==> src/rtl/range_monitor.sv <==
// range_monitor: windowed check of a sampled value bus with sticky alarm.
// Optional embedded checker enabled by defining RANGE_MON_ASSERT_EN.
module range_monitor #(
    parameter int DATA_W  = 4,
    parameter int LO      = 4,
    parameter int HI      = 11,
    parameter int PERSIST = 2,
    parameter int CNT_W   = 8
) (
    input  logic              clk,
    input  logic              reset_n,
    input  logic              sample_valid,
    input  logic [DATA_W-1:0] sample_data,
    input  logic              clear,
    output logic              in_range,
    output logic              alarm,
    output logic [1:0]        state,
    output logic [CNT_W-1:0]  viol_count,
    output logic [DATA_W-1:0] min_seen,
    output logic [DATA_W-1:0] max_seen
);

    if (LO > HI) begin : g_bad_window
        $fatal(1, "range_monitor: LO > HI");
    end
    if (PERSIST < 1) begin : g_bad_persist
        $fatal(1, "range_monitor: PERSIST < 1");
    end

    localparam int RUN_W = $clog2(PERSIST + 1);
    localparam logic [RUN_W-1:0]  RUN_MAX = RUN_W'(PERSIST);
    localparam logic [DATA_W-1:0] LO_V    = DATA_W'(LO);
    localparam logic [DATA_W-1:0] HI_V    = DATA_W'(HI);

    typedef enum logic [1:0] {
        IDLE    = 2'd0,
        OK      = 2'd1,
        SUSPECT = 2'd2,
        ALARM   = 2'd3
    } state_t;

    state_t            state_q, state_d;
    logic              in_range_q, in_range_d;
    logic [CNT_W-1:0]  viol_q, viol_d;
    logic [DATA_W-1:0] min_q, min_d;
    logic [DATA_W-1:0] max_q, max_d;
    logic [RUN_W-1:0]  run_q, run_d;
    logic              oor;

    assign oor = (sample_data < LO_V) || (sample_data > HI_V);

    // Next-state, statistics and run tracking for each accepted sample.
    always_comb begin
        state_d    = state_q;
        in_range_d = in_range_q;
        viol_d     = viol_q;
        min_d      = min_q;
        max_d      = max_q;
        run_d      = run_q;
        if (clear) begin
            state_d    = IDLE;
            in_range_d = 1'b0;
            viol_d     = '0;
            min_d      = '1;
            max_d      = '0;
            run_d      = '0;
        end else if (sample_valid) begin
            in_range_d = ~oor;
            if (sample_data < min_q) min_d = sample_data;
            if (sample_data > max_q) max_d = sample_data;
            if (oor) begin
                if (viol_q != '1) viol_d = viol_q + 1'b1;
                if (run_q != RUN_MAX) run_d = run_q + 1'b1;
            end else begin
                run_d = '0;
            end
            unique case (state_q)
                IDLE, OK, SUSPECT: begin
                    if (!oor)                state_d = OK;
                    else if (run_d == RUN_MAX) state_d = ALARM;
                    else                     state_d = SUSPECT;
                end
                ALARM: state_d = ALARM;
            endcase
        end
    end

    // State register with asynchronous active-low reset.
    always_ff @(posedge clk or negedge reset_n) begin
        if (!reset_n) begin
            state_q    <= IDLE;
            in_range_q <= 1'b0;
            viol_q     <= '0;
            min_q      <= '1;
            max_q      <= '0;
            run_q      <= '0;
        end else begin
            state_q    <= state_d;
            in_range_q <= in_range_d;
            viol_q     <= viol_d;
            min_q      <= min_d;
            max_q      <= max_d;
            run_q      <= run_d;
        end
    end

    assign in_range   = in_range_q;
    assign alarm      = (state_q == ALARM);
    assign state      = state_q;
    assign viol_count = viol_q;
    assign min_seen   = min_q;
    assign max_seen   = max_q;

`ifdef RANGE_MON_ASSERT_EN
    // Embedded invariant checker; IDLE means no sample since reset/clear.
    always_ff @(posedge clk) begin
        if (reset_n && !clear) begin
            if (state_q == ALARM)
                assert (state_d == ALARM)
                    else $error("range_monitor: left ALARM");
            assert (viol_d >= viol_q)
                else $error("range_monitor: viol_count decremented");
            if (state_q != IDLE)
                assert (min_q <= max_q)
                    else $error("range_monitor: min_seen > max_seen");
            if (state_q != ALARM && state_d == ALARM)
                $error("range_monitor alarm: %0d", sample_data);
        end
    end
`endif

endmodule

==> config.mk <==
export PLATFORM = sky130hd
export DESIGN_NAME = range_monitor
export DESIGN_NICKNAME = d
export VERILOG_FILES = /design/src/rtl/range_monitor.sv
export SDC_FILE = /design/constraint.sdc
export NUM_CORES = 1
export LEC_CHECK = 0
export CELL_PAD_IN_SITES_DETAIL_PLACEMENT = 0
export CELL_PAD_IN_SITES_GLOBAL_PLACEMENT = 1
export CORE_MARGIN = 4
export CORE_UTILIZATION = 34
export CTS_CLUSTER_DIAMETER = 200
export DETAILED_ROUTE_END_ITERATION = 16
export GPL_TIMING_DRIVEN = 1
export PLACE_DENSITY_LB_ADDON = 0.1
export SKIP_CTS_REPAIR_TIMING = 1
export SLEW_MARGIN = 20
export SYNTH_ARGS = -nofsm -noshare
export SYNTH_HDL_FRONTEND = slang
export SYNTH_SLANG_ARGS = --single-unit
==> constraint.sdc <==
create_clock -name clk -period 1.8 [get_ports clk]
set_clock_uncertainty 0.15 [all_clocks]
set_input_delay 0.36 -clock clk [delete_from_list [all_inputs] [get_ports clk]]
set_output_delay 0.36 -clock clk [all_outputs]
set_load 0.01 [all_outputs]
==> results.ini <==
[global_route]
antenna_found_initial=0
first_global_vias=1072
grt_overflow_total=0
grt_usage_pct=14.1
grt_first_pass_wirelength_um=5020
grt_max_degree=22

[setup_path]
cp.required_ns=1.82
cp-start-kind=register
timing.rr.start=min_seen[3]$_DFFE_PN1P_
crit_fanout=6
startpoint=min_seen[3]$_DFFE_PN1P_
worstSetupPathType=register to register
arrival_ns=1.94
max_stage_delay_ns=0.54
crit_chain=inv_2 -> ha_4 -> or4b_4 -> a21oi_4 -> o21ai_1 -> o311ai_1
crit_path_end_kind=register
crit_slowest_cell=dfstp_2
rr_worst_depth=6

[floorplan]
core_sq_um=3440
start_util_pct=36.3
num_rows=21
die_y_um=68.6
die_area_sq_um=4710
io_pins=28
die_width_um=68.6

[sta]
slew_violations=0
setup-tns-final_ns=-0.455
finalSetupViolations=4
hold_violations=0
rsz0062_at_grt=true
setup_ws_ns=-0.120
tightest_slew_ns=0.372
max_freq_mhz=521
worst_hold_slack_ns=0.302
slew_headroom_pct=75.2
post-route-min-period_ns=1.92
finalCritPeriodShare_pct=107

[logic_synthesis]
synth_nets=147
muxShareOfSynthArea_pct=4.90
synth_compound_area_share_pct=15.4
synth_fa_ha_area_share_pct=9.01
synthXorXnorAreaFrac_pct=0.701
synth_seq_cells=21
syn_area_per_cell_sq_um=9.61
synth.yosys.warnings=0
synth-simple-area-share_pct=21.5
synthDistinctLibCells=39
mappedNetlistArea_sq_um=1250
syn_inst=130
ys_seq_area_share_pct=42.4
synth_top_family_by_area=simple AND/OR/NAND/NOR gates

[final_layout]
syn_to_final_growth_pct=52.7
layout_common_cells=buf_4 (29), clkdlybuf4s50_1 (16), dfrtp_1 (14), nand2_1 (13)
drive_gt1_share_pct=30.1
n_antenna_cell=0
final_nets=204
mostFrequentLayoutCell=buf_4
fin_area_sq_um=1910
fillers=297

[route]
drtAntennaViolNets=0
routed_wl_um=3110
num_vias=1141
wl_per_cell_um=13.4
routed_via_density=4.92
dr.pass1.iters=3
drc_errors=0
first_iter_violations=34

[pwr]
power_per_cell_area_nw_per_um2=663
ir_drop_uv=316
p_total_mw=1.26
switching_share_pct=29.0
p_comb_share_pct=32.6
clkPwrFrac_pct=25.2
seqPwrFrac_pct=42.2
p_leak_nw=0.950
p_sw_uw=367
internal_power_uw=898

[worst_hold_path]
hp-class=input port to async pin

[clock_tree]
max-clock-path-buffers=2
cts_max_level=1
clkTransAtPathRegs_ns=0.08
worst_skew_pair.late_latency_ns=0.26
cts_sinks=21
cts_root_buffer=clkbuf_8
cts_tree=built
numCtsBuffers=3

[job]
drv_cap=0

[place]
dp_hpwl_um=2260
portBuffers=27
placed_cell_area_sq_um=1740
routabilityCongestion=0.801

[run_status]
status=finished with violations
failed_checks=setup timing

[power groups by stage]
stage          logic (mW)  registers (mW)  clock network, mW
6_report            0.412           0.534              0.318
3_3_place_gp        0.358           0.543                  0
5_1_grt             0.452           0.538              0.347
2_1_floorplan       0.169           0.559                  0
4_1_cts             0.366           0.535              0.327
3_5_place_dp        0.363           0.544                  0
[Yosys cell counts]
cell type,count,area (sq um)
a211oi_1,1,7.51
a21oi_1,9,45.0
a21oi_4,1,16.3
a22oi_1,2,15.0
a311oi_1,1,8.76
a31oi_1,1,6.26
a41oi_1,1,8.76
and2_1,1,6.26
and2_2,1,7.51
and3_1,2,12.5
and4_1,1,8.76
and4b_1,1,10.0
buf_4,1,7.51
buf_6,1,11.3
clkbuf_1,2,7.51
dfrtp_1,17,425
dfstp_2,4,105
ha_1,9,113
inv_1,13,48.8
mux2_2,1,11.3
mux2i_1,5,50.1
nand2_1,13,48.8
nand3_1,1,5.00
nand3b_1,2,15.0
nand4_1,2,12.5
nor2_1,8,30.0
nor2b_1,3,18.8
nor3_1,6,30.0
nor3_2,1,10.0
nor3b_2,2,25.0
o2111a_1,1,11.3
o211ai_1,1,7.51
o21ai_0,7,35.0
o21ai_1,1,5.00
o311ai_1,3,26.3
or2b_2,1,8.76
or3_1,1,6.26
or4b_4,1,13.8
xnor2_1,1,8.76
[cell type report]
| class | count | area, sq um | area share, % |
|---|---|---|---|
| multi-input combinational | 92 | 707 | 37.0 |
| sequential | 21 | 534 | 28.0 |
| timing repair buffer | 56 | 515 | 27.0 |
| tap | 46 | 57.6 | 3.02 |
| inverter | 13 | 48.8 | 2.56 |
| clock buffer | 4 | 45.0 | 2.36 |
[state kept, by name, indices dropped and copies added, names as in the netlist]
signal / flops
viol_count: 8
max_seen: 4
min_seen: 4
run_q: 2
state: 2
in_range: 1
[per-layer routing]
| metal | vias to the layer above | routed length [um] | global-route usage (%) |
|---|---|---|---|
| li1 | 577 | - | - |
| met1 | 545 | 1430 | 17.6 |
| met2 | 15 | 1570 | 24.3 |
| met3 | 4 | 84 | 2.43 |
| met4 | 0 | 24 | 4.47 |
| met5 | - | 0 | 0 |
[final timing paths]
| path | to | slack (ns) |
|---|---|---|
| setup / recovery | min_seen[1]$_DFFE_PN1P_ | -0.12 |
| hold / removal | max_seen[3]$_DFFE_PN0P_ | 0.30 |
| setup reg to reg | min_seen[1]$_DFFE_PN1P_ | -0.12 |
| hold reg to reg | in_range$_DFFE_PN0P_ | 0.39 |
| max in group asynchronous | min_seen[0]$_DFFE_PN1P_ | 0.93 |
| min in group clk | max_seen[1]$_DFFE_PN0P_ | 0.33 |
[cells by family after synthesis]
group                    Yosys count
AND/OR/NAND/NOR                   47
AO/OA/AOI/OAI                     29
flip-flops                        21
buffers and inverters             17
adder cells (fa/ha/maj)            9
multiplexers                       6
XOR/XNOR                           1
[per-stage QoR]
stage	setup WS (ns)	std cells	util, %
2_1_floorplan	-0.0606	130	-
3_3_place_gp	-0.527	221	50.6
3_5_place_dp	-0.539	221	50.6
4_1_cts	-0.267	225	51.9
5_1_grt	-0.227	232	55.4
6_report	-0.120	232	55.4
[worst max-delay path, delay by kind of cell (launching register included)]
family                     cells  cell delay, ns
AOI/OAI and AO/OA              3            0.38
adders and majority gates      1            0.16
DFF                            1            0.54
buffers and inverters          1            0.05
and+or+nand+nor                1            0.54
No activity file was read; power rests on OpenSTA's default activity.
